## src/rtl/mem_arb_pkg.sv

```systemverilog
// Shared types and default widths for the memory port arbiter.
package mem_arb_pkg;

  localparam int ADDR_W_DEF   = 32;
  localparam int DATA_W_DEF   = 32;
  localparam int STARVE_CNT_W = 4;

  typedef enum logic [1:0] {
    OWN_NONE = 2'd0,
    OWN_M0   = 2'd1,
    OWN_M1   = 2'd2
  } owner_e;

endpackage

```

## src/rtl/mem_port_arbiter_if.sv

```systemverilog
// Bus bundle between the CPU fetch/data ports, the arbiter and the memory macro.
// master = requesters plus memory response side, slave = the arbiter itself.
interface mem_port_arbiter_if
  import mem_arb_pkg::*;
#(
  parameter int ADDR_W = ADDR_W_DEF,
  parameter int DATA_W = DATA_W_DEF
);

  localparam int BE_W = DATA_W / 8;

  logic              m0_req;
  logic [ADDR_W-1:0] m0_addr;
  logic              m0_gnt;
  logic              m0_rvalid;
  logic [DATA_W-1:0] m0_rdata;

  logic              m1_req;
  logic [ADDR_W-1:0] m1_addr;
  logic [BE_W-1:0]   m1_we;
  logic [DATA_W-1:0] m1_wdata;
  logic              m1_gnt;
  logic              m1_rvalid;
  logic [DATA_W-1:0] m1_rdata;

  logic              s_en;
  logic [ADDR_W-1:0] s_addr;
  logic [BE_W-1:0]   s_we;
  logic [DATA_W-1:0] s_wdata;
  logic [DATA_W-1:0] s_rdata;

  modport master (
    output m0_req, m0_addr, m1_req, m1_addr, m1_we, m1_wdata, s_rdata,
    input  m0_gnt, m0_rvalid, m0_rdata, m1_gnt, m1_rvalid, m1_rdata,
    input  s_en, s_addr, s_we, s_wdata
  );

  modport slave (
    input  m0_req, m0_addr, m1_req, m1_addr, m1_we, m1_wdata, s_rdata,
    output m0_gnt, m0_rvalid, m0_rdata, m1_gnt, m1_rvalid, m1_rdata,
    output s_en, s_addr, s_we, s_wdata
  );

endinterface

```

## src/rtl/arb_prio_sel.sv

```systemverilog
// Pure winner selection between fetch (M0) and data (M1) requests.
// ARB_ROUND_ROBIN_EN selects strict alternation instead of fixed priority with a starvation cap.
module arb_prio_sel
  import mem_arb_pkg::*;
#(
  parameter int STARVE_LIMIT = 4
) (
  input  logic                    m0_req,
  input  logic                    m1_req,
`ifdef ARB_ROUND_ROBIN_EN
  input  owner_e                  last_q,
`else
  input  logic [STARVE_CNT_W-1:0] starve_cnt,
`endif
  output owner_e                  win
);

`ifndef ARB_ROUND_ROBIN_EN
  localparam logic [STARVE_CNT_W-1:0] LIMIT_CNT = STARVE_CNT_W'(STARVE_LIMIT);
`endif

  // A lone requester always wins; only contention consults the history.
  always_comb begin
    win = OWN_NONE;
    if (m0_req && m1_req) begin
`ifdef ARB_ROUND_ROBIN_EN
      win = (last_q == OWN_M0) ? OWN_M1 : OWN_M0;
`else
      win = (starve_cnt == LIMIT_CNT) ? OWN_M0 : OWN_M1;
`endif
    end else if (m0_req) begin
      win = OWN_M0;
    end else if (m1_req) begin
      win = OWN_M1;
    end
  end

endmodule

```

## src/rtl/mem_port_arbiter.sv

```systemverilog
// Shares one 1-cycle-latency single-port memory between CPU fetch (M0) and data (M1) ports.
// Optional build macro: ARB_ROUND_ROBIN_EN (alternating arbitration instead of fixed priority).
module mem_port_arbiter
  import mem_arb_pkg::*;
#(
  parameter int ADDR_W       = ADDR_W_DEF,
  parameter int DATA_W       = DATA_W_DEF,
  parameter int STARVE_LIMIT = 4
) (
  input logic               clk,
  input logic               reset,
  mem_port_arbiter_if.slave bus
);

  localparam int BE_W = DATA_W / 8;

  owner_e            win;
  owner_e            owner_q;
  logic [ADDR_W-1:0] sel_addr;
  logic [BE_W-1:0]   sel_we;
  logic [DATA_W-1:0] sel_wdata;

`ifdef ARB_ROUND_ROBIN_EN
  owner_e last_q;
`else
  localparam logic [STARVE_CNT_W-1:0] LIMIT_CNT = STARVE_CNT_W'(STARVE_LIMIT);
  logic [STARVE_CNT_W-1:0] starve_cnt;
`endif

  arb_prio_sel #(
    .STARVE_LIMIT (STARVE_LIMIT)
  ) u_sel (
    .m0_req     (bus.m0_req),
    .m1_req     (bus.m1_req),
`ifdef ARB_ROUND_ROBIN_EN
    .last_q     (last_q),
`else
    .starve_cnt (starve_cnt),
`endif
    .win        (win)
  );

  assign bus.m0_gnt = (win == OWN_M0);
  assign bus.m1_gnt = (win == OWN_M1);

  // Reset only silences the memory enable; grants keep following the requests.
  assign bus.s_en   = (win != OWN_NONE) && !reset;

  // Idle and fetch cycles drive zero write lanes so the macro never sees a stray store.
  always_comb begin
    sel_addr  = '0;
    sel_we    = '0;
    sel_wdata = '0;
    case (win)
      OWN_M0: sel_addr = bus.m0_addr;
      OWN_M1: begin
        sel_addr  = bus.m1_addr;
        sel_we    = bus.m1_we;
        sel_wdata = bus.m1_wdata;
      end
      default: ;
    endcase
  end

  assign bus.s_addr  = sel_addr;
  assign bus.s_we    = sel_we;
  assign bus.s_wdata = sel_wdata;

  // Remember who owns the access now in flight so its response is steered back.
  always_ff @(posedge clk or posedge reset) begin
    if (reset) begin
      owner_q <= OWN_NONE;
    end else begin
      owner_q <= win;
    end
  end

  assign bus.m0_rvalid = (owner_q == OWN_M0);
  assign bus.m1_rvalid = (owner_q == OWN_M1);
  assign bus.m0_rdata  = bus.s_rdata;
  assign bus.m1_rdata  = bus.s_rdata;

`ifdef ARB_ROUND_ROBIN_EN
  // Start as if M1 went last so the first contended grant goes to the fetch port.
  always_ff @(posedge clk or posedge reset) begin
    if (reset) begin
      last_q <= OWN_M1;
    end else if (win != OWN_NONE) begin
      last_q <= win;
    end
  end
`else
  // Counts data grants that overtook a waiting fetch; saturates at the limit.
  always_ff @(posedge clk or posedge reset) begin
    if (reset) begin
      starve_cnt <= '0;
    end else if (!bus.m0_req || (win == OWN_M0)) begin
      starve_cnt <= '0;
    end else if ((win == OWN_M1) && (starve_cnt != LIMIT_CNT)) begin
      starve_cnt <= starve_cnt + 1'b1;
    end
  end
`endif

endmodule
```

## src/flat_wrapper.sv

```systemverilog
// flat-port wrapper written by rule: the top's interface ports become plain ports
module mem_port_arbiter_flat import mem_arb_pkg::*;
#(
  parameter int ADDR_W       = ADDR_W_DEF,
  parameter int DATA_W       = DATA_W_DEF,
  parameter int STARVE_LIMIT = 4
)
  (clk, reset, bus_m0_req, bus_m0_addr, bus_m1_req, bus_m1_addr, bus_m1_we, bus_m1_wdata, bus_s_rdata, bus_m0_gnt, bus_m0_rvalid, bus_m0_rdata, bus_m1_gnt, bus_m1_rvalid, bus_m1_rdata, bus_s_en, bus_s_addr, bus_s_we, bus_s_wdata);
  mem_port_arbiter_if #(.ADDR_W(ADDR_W), .DATA_W(DATA_W)) bus_i ();
  input logic clk;
  input logic reset;
  input wire logic [$bits(bus_i.m0_req)-1:0] bus_m0_req;
  input wire logic [$bits(bus_i.m0_addr)-1:0] bus_m0_addr;
  input wire logic [$bits(bus_i.m1_req)-1:0] bus_m1_req;
  input wire logic [$bits(bus_i.m1_addr)-1:0] bus_m1_addr;
  input wire logic [$bits(bus_i.m1_we)-1:0] bus_m1_we;
  input wire logic [$bits(bus_i.m1_wdata)-1:0] bus_m1_wdata;
  input wire logic [$bits(bus_i.s_rdata)-1:0] bus_s_rdata;
  output wire logic [$bits(bus_i.m0_gnt)-1:0] bus_m0_gnt;
  output wire logic [$bits(bus_i.m0_rvalid)-1:0] bus_m0_rvalid;
  output wire logic [$bits(bus_i.m0_rdata)-1:0] bus_m0_rdata;
  output wire logic [$bits(bus_i.m1_gnt)-1:0] bus_m1_gnt;
  output wire logic [$bits(bus_i.m1_rvalid)-1:0] bus_m1_rvalid;
  output wire logic [$bits(bus_i.m1_rdata)-1:0] bus_m1_rdata;
  output wire logic [$bits(bus_i.s_en)-1:0] bus_s_en;
  output wire logic [$bits(bus_i.s_addr)-1:0] bus_s_addr;
  output wire logic [$bits(bus_i.s_we)-1:0] bus_s_we;
  output wire logic [$bits(bus_i.s_wdata)-1:0] bus_s_wdata;
  assign bus_i.m0_req = bus_m0_req;
  assign bus_i.m0_addr = bus_m0_addr;
  assign bus_i.m1_req = bus_m1_req;
  assign bus_i.m1_addr = bus_m1_addr;
  assign bus_i.m1_we = bus_m1_we;
  assign bus_i.m1_wdata = bus_m1_wdata;
  assign bus_i.s_rdata = bus_s_rdata;
  assign bus_m0_gnt = bus_i.m0_gnt;
  assign bus_m0_rvalid = bus_i.m0_rvalid;
  assign bus_m0_rdata = bus_i.m0_rdata;
  assign bus_m1_gnt = bus_i.m1_gnt;
  assign bus_m1_rvalid = bus_i.m1_rvalid;
  assign bus_m1_rdata = bus_i.m1_rdata;
  assign bus_s_en = bus_i.s_en;
  assign bus_s_addr = bus_i.s_addr;
  assign bus_s_we = bus_i.s_we;
  assign bus_s_wdata = bus_i.s_wdata;
  mem_port_arbiter #(.ADDR_W(ADDR_W), .DATA_W(DATA_W), .STARVE_LIMIT(STARVE_LIMIT)) u_core (.clk(clk), .reset(reset), .bus(bus_i));
endmodule
```

## config.mk

```make
export PLATFORM = sky130hd
export DESIGN_NAME = mem_port_arbiter_flat
export DESIGN_NICKNAME = d
export VERILOG_FILES = /design/src/rtl/mem_arb_pkg.sv /design/src/rtl/mem_port_arbiter_if.sv /design/src/rtl/arb_prio_sel.sv /design/src/rtl/mem_port_arbiter.sv /design/src/flat_wrapper.sv
export SDC_FILE = /design/constraint.sdc
export NUM_CORES = 1
export LEC_CHECK = 0
export CORE_AREA = 3 3 106 108
export DETAILED_ROUTE_END_ITERATION = 7
export DIE_AREA = 0 0 109 111
export GPL_TIMING_DRIVEN = 1
export SETUP_SLACK_MARGIN = 0.15
export SYNTH_ARGS = -nofsm -noshare
export SYNTH_HDL_FRONTEND = slang
export SYNTH_HIERARCHICAL = 1
export SYNTH_SLANG_ARGS = --single-unit
```

## constraint.sdc

```tcl
create_clock -name clk -period 4.66 [get_ports clk]
set_input_delay 0.699 -clock clk [delete_from_list [all_inputs] [get_ports clk]]
set_output_delay 0.699 -clock clk [all_outputs]
set_load 0.02 [all_outputs]
```

# Word-level counts from Yosys, hierarchy flattened

Index checks and enable logic that the tools add are counted.

Bits in registers: 6
Input port bits: 136
Output and inout bits: 137
Logic and storage cells: 26

$add $sub $neg: 1
Eq/ne operators: 6
Muxes and demuxes: 9
Reductions and logical operators: 8

Operators with widths:

| kind                                          | count |
|---|---|
| one-hot mux 32 bit (2 select lines)           | 1 |
| 2-to-1 mux 32 bit                             | 1 |
| 2-to-1 mux 4 bit                              | 3 |
| 2-to-1 mux 2 bit                              | 4 |
| adder 4 x 1 -> 4 bit, second input constant   | 1 |
| == test 2 x 1 -> 1 bit, second input constant | 2 |
| == test 2 bit, second input constant          | 2 |
| == test 4 x 3 -> 1 bit, second input constant | 1 |
| != test 4 x 3 -> 1 bit, second input constant | 1 |
| nonzero test 2 bit                            | 2 |
| logical AND 1 bit                             | 3 |
| logical NOT 1 bit                             | 2 |
| logical OR 1 bit                              | 1 |

# Longest topological paths before layout

Gate-level depths: netlist (run 1).

Depth in word-level cells: 7
Gate-level depth with buffers: 8
Gate-level depth less buffers: 7

# Cells and area by module

Netlist (run 1), hierarchy kept.

By module, submodules not included:

| module           | instances | cells an instance | area an instance (um^2) | sequential area each (um^2) |
|---|---|---|---|---|
| mem_port_arbiter | 1         | 215               | 1605.3                  | 150.1 |
| arb_prio_sel     | 1         | 4                 | 26.3                    | 0.0 |

# Least setup slack after synthesis (run 1)

Ideal clock, no wire load.

Path kind: reg-to-output
From: reg u_core.starve_cnt[3]
To: out bus_s_addr[10]
Arrival time: 2.225 ns
Data required time: 3.961 ns
Path slack: 1.736 ns
Stages on the path, launching flop included: 9
Buffers on the path: 2
Cells stage by stage: dfrtp_1 or4b_1 a21oi_1 inv_1 ha_1 buf_2 buf_2 a22oi_1 nor2b_1

Longest elaborated chain between the ends: 5
Elaborated cells between the ends (all ways): 6
Those cells by class: 3 x eq/ne; 3 x mux

Ends and longest elaborated chain:

| what                                | line                    | text |
|---|---|---|
| start: declaration                  | mem_port_arbiter.sv:27  | `logic [STARVE_CNT_W-1:0] starve_cnt;` |
| start signal: assignment            | mem_port_arbiter.sv:100 | `starve_cnt <= starve_cnt + 1'b1;` |
| == test 4 x 3 -> 1 bit              | arb_prio_sel.sv:29      | `win = (starve_cnt == LIMIT_CNT) ? OWN_M0 : OWN_M1;` |
| 2-to-1 mux 2 bit                    | arb_prio_sel.sv:29      |  |
| 2-to-1 mux 2 bit                    | arb_prio_sel.sv:25      | `if (m0_req && m1_req) begin` |
| named net u_core.win[0]             | mem_port_arbiter.sv:17  | `owner_e win;` |
| == test 2 bit                       | -                       |  |
| named net bus_m1_gnt                | flat_wrapper.sv:22      | `output wire logic [$bits(bus_i.m1_gnt)-1:0] bus_m1_gnt;` |
| one-hot mux 32 bit (2 select lines) | mem_port_arbiter.sv:54  | `case (win)` |
| end: declaration                    | flat_wrapper.sv:26      | `output wire logic [$bits(bus_i.s_addr)-1:0] bus_s_addr;` |

The timed path passes the listed nets, and every way through them passes these cells.

# Worst setup path in the final report (run 1)

From: in bus_m0_req
To: out bus_s_addr[17]

Longest elaborated chain between the ends: 4
Elaborated cells between the ends (all ways): 6
Those cells by class: 2 x eq/ne; 3 x mux; 1 x reduce/logical

Ends and longest elaborated chain:

| what                                                           | line                                   | text |
|---|---|---|
| start: declaration                                             | flat_wrapper.sv:12                     | `input wire logic [$bits(bus_i.m0_req)-1:0] bus_m0_req;` |
| 2-to-1 mux 2 bit / logical AND 1 bit (equally long branches)   | arb_prio_sel.sv:31, arb_prio_sel.sv:25 |  |
| 2-to-1 mux 2 bit *                                             | arb_prio_sel.sv:25                     |  |
| named net u_core.win[0]                                        | mem_port_arbiter.sv:17                 |  |
| == test 2 bit / == test 2 x 1 -> 1 bit (equally long branches) | mem_port_arbiter.sv:54                 |  |
| one-hot mux 32 bit (2 select lines) *                          | mem_port_arbiter.sv:54                 |  |

The timed path passes the listed nets; every way through them passes the cells marked *.

==> results by group, run 1 <==
Min path
  – Hold crit path type: reg2reg

Floorplanning
  – Die height: 111 um
  – Initial core utilization: 15.8%
  – Rows: 37
  – Total core area: a little over 10000 um^2
  – Die width: between 100 and 150 um
  – Die ar.: 12100 um^2
  – IO Count: 273

CTS
  – Clock Sinks: 6
  – Hold_buf cts: 0
  – Post-CTS Setup Inserts: 0
  – Bufs on Longest Clock Path: 2
  – Total CTS buffers: 3
  – CTS tree: built
  – Clock Tree Root: clkbuf_8
  – H-tree depth: 1
  – Post-CTS resize count: 0
  – Worst-Skew Late Latency: 0.23 ns
  – Clk pin slew, worst setup/hold paths: roughly 0.040 ns

Synth
  – Register bit total from synthesis: 6
  – Top-count cell post-synth: buf_4
  – Most area-hungry cell type in the Yosys netlist: buf_4
  – Synth cell types: 26
  – Post-synth EDFFs: 0
  – Mapped Area: 1630 um^2
  – Top FF cell, synth: dfrtp_1
  – Mapped Avg Cell Area: 7.45 um^2
  – Synth warn: 6
  – Largest cells by area after synthesis: buf_4 29%, a22oi_1 15%, and2_1 14%, nor2b_1 13%, dfrtp_1 9.2%
  – Post-Syn Nets: 362
  – Most common library cells after synthesis: 64 x buf_4, 36 x and2_1, 34 x nor2b_1
  – Ys async rst share: 100%
  – Synth Instances: 219
  – Sequential share of the synthesized area: a little under a tenth
  – Post-synth top area share: a little under 30%

Timing
  – RSZ-0062 raised after global routing: false
  – Slew HR: 40.1%
  – Min Tclk post-route: 3.94 ns
  – Setup Skew: 0.00267 ns
  – Hold Fails Final Rpt: 0
  – Final max-slew violation count: 0
  – Final setup violation count: 0
  – Setup Total Neg Slack: 0 ns
  – Crit share post-route: 84.5%
  – Worst Tran Pin Value: 0.899 ns
  – Maximum clock frequency: 254 MHz
  – Final setup margin: ~0.72 ns

Placed design
  – Placed Area: 3060 um^2
  – GP Congestion: 0.716
  – Post-detail-place hpwl: 6030 um
  – Port-buffer cells: 176
  – Setup WS pre-CTS: 0.680 ns

Run
  – Max Cap Viol: 0

Status
  – Status: finished clean

Power and ir drop
  – Reg power frac: 13.8%
  – Sw Share: 35.2%
  – Total power: ~0.45 mW
  – Switch Pwr: 0.158 mW
  – Clock network fraction of design power: 18.1%
  – Largest vdd supply drop: roughly 0.065 mV
  – Combinational Power Share: 68.0%
  – Internal power: 0.291 mW
  – Lkg Pwr: ~1.1 nW
  – Power per standard cell area: 145 nW/um^2

Detailed routing
  – Drt initial violations: 54
  – DRC viols: 0
  – DR vias/cell: 4.08
  – Iteration count of the initial detailed-routing pass: 4
  – WL final: 7220 um
  – Post-route ant nets: 0
  – Routed wire per std cell: 15.7 um
  – Routed vias: 1881

Global route
  – Largest net degree at the start of global routing: 38
  – Initial antenna violation count: 0
  – Vias in the first global route: 1951
  – GRT Residual Overflow: 0
  – Global-route wire length before repair: just over 10000 um
  – Tot GR Track Use: 10.7%

Cells and area
  – Fin nets: 470
  – Ratio of cells with drive above 1 in the final layout: 3.38%
  – Ant diodes: 0
  – Fin util: a little under a third
  – Design area: about 3100 um^2
  – Layout area overhead: 90.0%

Critical path
  – Worst setup path class: in2out
  – Crit-path max FO: 37
  – Startpoint types: input port
  – CP arrival: 3.24 ns
  – Crit. End Element: output pin
  – Required time worst endpoint: 3.96 ns
[metrics by stage]
stage	hold WS, ns	std cells
after floorplan	0.490	219
after global placement	0.539	458
after detailed placement	0.552	458
after CTS	0.561	461
after global routing	0.617	461
final	0.563	461
[path summary, 6_finish.rpt]
path                                      startpoint                   end  slack (ns)  cells after the start
worst max-delay path                      bus_m0_req        bus_s_addr[17]        0.72                      8
worst min-delay path            u_core/starve_cnt[3]  u_core/starve_cnt[3]        0.56                      1
worst max register to register  u_core/starve_cnt[3]  u_core/starve_cnt[0]        2.11                      7
worst min register to register  u_core/starve_cnt[3]  u_core/starve_cnt[3]        0.56                      1
max in group asynchronous                      reset  u_core/starve_cnt[1]        3.66                      2
min in group asynchronous                      reset  u_core/starve_cnt[3]        0.79                      2
[layer usage]
metal  global-route usage, %  up-vias  routed length, um
met5                       0        -                  0
met4                    4.12        0                173
met3                    4.37       20               1040
met2                    21.4      154               3770
met1                    8.90      833               2240
li1                        -      874                  -
[final cells by class]
class	count	area [um^2]
multi-input cells	128	912
clock buffers	3	41.3
fillers	1122	7220
repair buffers	181	1800
inverters	7	26.3
flip-flops and latches	6	150
well taps	136	170
[cells by family (layout without fill, tap and decap cells)]
logic type / after synthesis / after routing / share of synthesized area [%]
AOI/OAI and AO/OA: 39 / 39 / 17.9
adders and majority gates: 7 / 7 / 5.37
buffers and inverters: 85 / 191 / 34.9
DFF: 6 / 6 / 9.20
muxes: 2 / 2 / 1.30
and+or+nand+nor: 80 / 80 / 31.3
[flip-flops by register name (all words and copies together) (netlist names)]
name / flops
u_core/starve_cnt: 4
u_core/owner_q: 2
[power by group through the flow]
stage / registers [mW] / logic, mW / clock network [mW]
after floorplan: 0.0605 / 0.209 / 0
after global placement: 0.0618 / 0.305 / 0
after detailed placement: 0.0626 / 0.308 / 0
after CTS: 0.0620 / 0.309 / 0.0842
after global routing: 0.0628 / 0.325 / 0.0870
final: 0.0621 / 0.305 / 0.0814
[critical path: stages]
cell	delay, ns
clkdlybuf4s50_1	0.51
inv_1	0.12
a21oi_1	0.08
inv_1	0.13
ha_1	0.76
a22oi_1	0.20
nor2b_1	0.14
clkdlybuf4s50_1	0.60
[layout by cell type (no fill, tap or decap)]
| master | count |
|---|---|
| inv_1 | 7 |
| clkbuf_8 | 3 |
| o22ai_1 | 1 |
| and3_1 | 1 |
| buf_4 | 5 |
| nand2b_1 | 1 |
| or4b_1 | 1 |
| mux2i_1 | 1 |
| dfrtp_1 | 6 |
| o2bb2ai_1 | 1 |
| a21oi_2 | 1 |
| ha_1 | 7 |
| or3b_1 | 1 |
| o2111a_1 | 1 |
| nor2b_1 | 34 |
| nor2_1 | 2 |
| and2_1 | 36 |
| clkdlybuf4s50_1 | 176 |
| nand3b_1 | 2 |
| a22oi_1 | 32 |
| nor3_1 | 1 |
| o21a_1 | 1 |
| nand2b_4 | 1 |
| mux2_2 | 1 |
| a21oi_1 | 2 |
(Power assumes the default switching activity.)
==> run 2: changes to the inputs <==
- CORE_AREA: 3 3 106 108 -> 3 3 104 106
- DIE_AREA: 0 0 109 111 -> 0 0 107 109
- clock period: 4.66 -> 3.75 ns (I/O delays scaled with it)
==> run 2 against run 1 <==
Cell count shrank 0.22%. Highest routed layer unchanged. Sequential share of layout area shrank 0.16 points. Die area decreased by 3.6%. Critical path type is now reg2out. Final area up 3.4%. Combinational power increased by 26%.
==> results by group, run 2 (same netlist as run 1, synthesis figures left out) <==
Cells and area
  – Fin util: between 30% and 40%
  – Ratio of cells with drive above 1 in the final layout: 4.59%
  – Fin nets: 472
  – Ant diodes: 0
  – Commonest non-fill, non-tap cell in the layout: clkdlybuf4s50_1
  – Most frequent cells in the layout: 148 x clkdlybuf4s50_1, 36 x and2_1, 34 x nor2b_1, 32 x a22oi_1, 28 x dlymetal6s2s_1
  – Max FFs per register: 4
  – Most flops, register: u_core/starve_cnt
  – Top flop regs: u_core/starve_cnt: 4 flops, u_core/owner_q: 2 flops
  – Final Non-Filler Cells: 460
  – Layout area overhead: 96.3%

Global route
  – Largest net degree at the start of global routing: 38
  – GRT Residual Overflow: 0
  – Global-route wire length before repair: 11100 um
  – Initial antenna violation count: 0
  – Tot GR Track Use: 12.2%
  – Vias in the first global route: 2056

Timing
  – Maximum clock frequency: 291 MHz
  – Crit share post-route: 91.6%
  – Setup Skew: 0.00308 ns
  – Final setup margin: 0.314 ns
  – Final setup violation count: 0
  – Slew HR: 67.4%
  – Hold Slack: ~0.56 ns
  – Setup Total Neg Slack: 0 ns
  – RSZ-0062 raised after global routing: false
  – Final max-slew violation count: 0
  – Hold Fails Final Rpt: 0
  – Min Tclk post-route: 3.44 ns
  – Worst Tran Pin Value: 0.489 ns

CTS
  – Clock Tree Root: clkbuf_8
  – H-tree depth: 1
  – Bufs on Longest Clock Path: 2
  – CTS tree: built
  – Clock Sinks: 6
  – Clk pin slew, worst setup/hold paths: 0.04 ns
  – Post-CTS Setup Inserts: 0
  – Worst-Skew Late Latency: 0.22 ns
  – Total CTS buffers: 3
  – Hold_buf cts: 0

Detailed routing
  – Met2 wire len: 4250 um
  – DRC viols: 0
  – Post-route ant nets: 0
  – Met3 wire len: 778 um
  – Top sig layer: met4
  – M1 WL: 2460 um
  – WL final: 7670 um
  – Routed wire per std cell: between 15 and 20 um
  – Routed vias: 1895
  – Iteration count of the initial detailed-routing pass: 4
  – DR vias/cell: approximately 4.1
  – Drt initial violations: 57

Placed design
  – Post-detail-place hpwl: 6430 um
  – Port-buffer cells: 176
  – Setup WS pre-CTS: 0.143 ns
  – GP Congestion: 0.793
  – # placed instances: 457

Critical path
  – Crit. End Element: output pin
  – Startpoint types: flip-flop
  – CP arrival: 2.87 ns
  – Required time worst endpoint: about 3.2 ns
  – Reg-to-reg slack, setup: 1.26 ns
  – Worst setup path class: reg2out
  – Crit-path max FO: 28

Floorplanning
  – Total core area: 9860 um^2
  – Initial core utilization: 16.5%
  – Die width: 107 um
  – Rows: 36
  – Die ar.: 11700 um^2
  – IO Count: 273
  – Die height: roughly 110 um

Run
  – Max Cap Viol: 0

Power and ir drop
  – Power per standard cell area: 174 nW/um^2
  – Largest vdd supply drop: 0.0803 mV
  – Lkg Pwr: 1.61 nW

Min path
  – Hold crit path type: reg2reg

Status
  – Status: finished clean
run 2: cell count changes in the layout (fill, tap and decap cells not counted), sizes merged:
cell,delta
clkdlybuf4s50,-28
dlymetal6s2s,+28
buf,+2
run 2: cell type report:
| type | count | area (um^2) |
|---|---|---|
| Multi-Input combinational cell | 128 | 918 |
| Fill cell | 1007 | 6660 |
| Tap cell | 133 | 166 |
| Inverter | 7 | 26.3 |
| Timing Repair Buffer | 183 | 1900 |
| Clock buffer | 3 | 41.3 |
| Sequential cell | 6 | 150 |
run 2: final timing paths:
check / start / endpoint / cells after the start
worst max-delay path: u_core/starve_cnt[3] / bus_s_addr[16] / 8
worst min-delay path: u_core/starve_cnt[3] / u_core/starve_cnt[3] / 1
worst max register to register: u_core/starve_cnt[3] / u_core/starve_cnt[0] / 7
worst min register to register: u_core/starve_cnt[3] / u_core/starve_cnt[3] / 1
max in group asynchronous: reset / u_core/starve_cnt[2] / 2
min in group asynchronous: reset / u_core/owner_q[1] / 2
run 2: metrics by stage:
| stage | power [mW] | area (um^2) |
|---|---|---|
| after floorplan | 0.335 | 1630 |
| after global routing | 0.592 | 3200 |
| final | 0.556 | 3200 |
| after CTS | 0.567 | 3130 |
| after detailed placement | 0.467 | 3080 |
| after global placement | 0.464 | 3080 |
run 2: report_power, final:
group	total (mW)	switching [mW]	internal (mW)
Sequential	0.0757	0.00519	0.0705
Combinational	0.385	0.162	0.223
Clock	0.0954	0.0266	0.0689
Total	0.556	0.194	0.362
run 2: metal layers:
layer	GRT usage, %	up-vias
li1	-	877
met1	11.4	864
met4	3.93	0
met3	3.49	29
met2	25.1	125
met5	0	-
run 2: what timing repair did:
action	CTS	global route
endpoints found under the hold margin	0	0
cloned	0	0
resized for setup	2	29
endpoints found under the setup margin	65	28
run 2: critical path, stage by stage, from the launching register on:
cell	delay, ns
dfrtp_1	0.41
or4b_1	0.60
a21oi_2	0.25
inv_1	0.11
ha_1	0.23
buf_4	0.24
a22oi_1	0.20
nor2b_1	0.07
clkdlybuf4s50_1	0.55
==> run 3: changes to the inputs <==
- TNS_END_PERCENT: not set -> 1
==> run 3 against run 2 <==
Fmax decreased by 3.1%. Worst setup slack got worse by 0.11 ns. Final area decreased by 2.1%. Wire length decreased by 0.23%. First-iteration DRC count increased by 1.8%. Flip-flop and latch count unchanged. Sequential share of layout area increased by 0.10 points. Clock power about the same.
==> results by group, run 3 (same netlist as run 1, synthesis figures left out) <==
Status
  – Status: finished clean

Global route
  – Largest net degree at the start of global routing: 38
  – Initial antenna violation count: 0
  – GRT Residual Overflow: 0
  – Grt met1 use: 11.3%
  – Tot GR Track Use: 12.2%
  – Met2 usage: 25.1%
  – Vias in the first global route: 2056
  – Global-route wire length before repair: 11100 um
  – M3 GR Usage: 3.49%
  – Most used routing layer: met2

Min path
  – Hold crit path type: reg2reg
  – Hold worst-path end: u_core/starve_cnt[3]
  – Hold path startpoint: u_core/starve_cnt[3]
  – WHS Path Cells: 1

Timing
  – Hold Slack: 0.564 ns
  – Maximum clock frequency: 282 MHz
  – Final max-slew violation count: 0
  – Setup Skew: 0.00308 ns
  – Crit share post-route: 94.5%
  – Min Tclk post-route: 3.54 ns
  – Worst Tran Pin Value: 0.489 ns
  – Slew HR: 67.4%
  – RSZ-0062 raised after global routing: true
  – Hold Fails Final Rpt: 0
  – Final setup violation count: 0
  – Setup Total Neg Slack: 0 ns

CTS
  – Post-CTS resize count: 1
  – Clock Tree Root: clkbuf_8
  – Post-CTS Setup Inserts: 0
  – Worst-Skew Late Latency: 0.22 ns
  – Total CTS buffers: 3
  – Bufs on Longest Clock Path: 2
  – H-tree depth: 1
  – Hold_buf cts: 0
  – CTS tree: built
  – Clk pin slew, worst setup/hold paths: about 0.040 ns
  – Clock Sinks: 6

Critical path
  – Reg-to-reg slack, setup: 1.26 ns
  – Worst R2R Start: u_core/starve_cnt[3]
  – Startpoint types: flip-flop
  – CP arrival: 2.98 ns
  – CP Launch Point: u_core/starve_cnt[3]
  – FF-to-FF End: u_core/starve_cnt[0]
  – Reg2reg path depth: 7
  – Required time worst endpoint: 3.19 ns
  – Crit. End Element: output pin
  – Crit-path max FO: 28
  – Worst setup path class: reg2out

Placed design
  – Placed Area: 3080 um^2
  – Post-detail-place hpwl: between 6000 and 7000 um
  – Port-buffer cells: approximately 180
  – GP Congestion: 0.793
  – # placed instances: 457

Floorplanning
  – Total core area: 9860 um^2
  – IO Count: 273
  – Die width: 107 um
  – Die height: 109 um
  – Initial core utilization: between 10% and 20%
  – Rows: 36
  – Die ar.: 11700 um^2

Detailed routing
  – WL final: 7650 um
  – Post-route ant nets: 0
  – Routed wire per std cell: 16.6 um
  – Drt initial violations: 58
  – DR vias/cell: between 4 and 5
  – DRC viols: 0
  – Iteration count of the initial detailed-routing pass: 4
  – Routed vias: 1888

Cells and area
  – Ratio of cells with drive above 1 in the final layout: 4.59%
  – Ant diodes: 0
  – Max FFs per register: 4
  – Most flops, register: u_core/starve_cnt
  – Layout area overhead: 92.2%
  – Most frequent cells in the layout: 175 x clkdlybuf4s50_1, 36 x and2_1, 34 x nor2b_1, 32 x a22oi_1, 7 x inv_1
  – Fin nets: about 470
  – Top flop regs: u_core/starve_cnt: 4 flops, u_core/owner_q: 2 flops
  – Fill cells: 1013
  – Commonest non-fill, non-tap cell in the layout: clkdlybuf4s50_1
  – Final Non-Filler Cells: 460
  – Flip-flop and latch area: approximately 150 um^2
  – Multi-input logic area: 918 um^2
  – Design area: 3140 um^2

Run
  – Max Cap Viol: 0

Power and ir drop
  – Largest vdd supply drop: 0.0801 mV
  – Total power: 0.561 mW
  – Lkg Pwr: 1.16 nW
  – Power per standard cell area: 179 nW/um^2
-- run 3: critical path: stages, from the launching register on --
cell,delay (ns)
dfrtp_1,0.41
or4b_1,0.59
a21oi_2,0.25
inv_1,0.11
ha_1,0.23
buf_4,0.24
a22oi_1,0.29
nor2b_1,0.08
clkdlybuf4s50_1,0.54
-- run 3: routing by layer --
metal,routed length (um),share of wire (%)
met5,0,0
met4,183,2.4
met3,781,10
met2,4200,55
met1,2480,32
-- run 3: through the flow --
step | utilization (%) | setup slack [ns]
floorplan | - | 0.963
global placement | 31.2 | 0.228
detailed placement | 31.2 | 0.143
CTS | 31.7 | 0.0415
global route | 31.8 | 0.0741
finish | 31.8 | 0.205
-- run 3: worst max-delay path by stage --
stage / depth (start not counted) / slack (ns) / endpoint
3_3_place_gp: 7 / 0.23 / bus_s_addr[17]
6_report: 8 / 0.21 / bus_s_addr[24]
5_1_grt: 7 / 0.07 / bus_s_addr[3]
2_1_floorplan: 8 / 0.96 / bus_s_addr[10]
4_1_cts: 7 / 0.04 / bus_s_addr[3]
3_5_place_dp: 7 / 0.14 / bus_s_addr[17]
-- run 3: where the power goes --
group / internal, mW / switching (mW) / leakage, nW
clock: 0.0689 / 0.0266 / 0.0216
combinational: 0.226 / 0.163 / 1.06
sequential: 0.0705 / 0.00507 / 0.0784
total: 0.366 / 0.195 / 1.16
-- run 3: area by class of cell --
type / instances / area share (%)
Inverter: 7 / 0.838
Sequential cell: 6 / 4.79
Timing Repair Buffer: 183 / 58.5
Tap cell: 133 / 5.31
Multi-Input combinational cell: 128 / 29.3
Clock buffer: 3 / 1.32
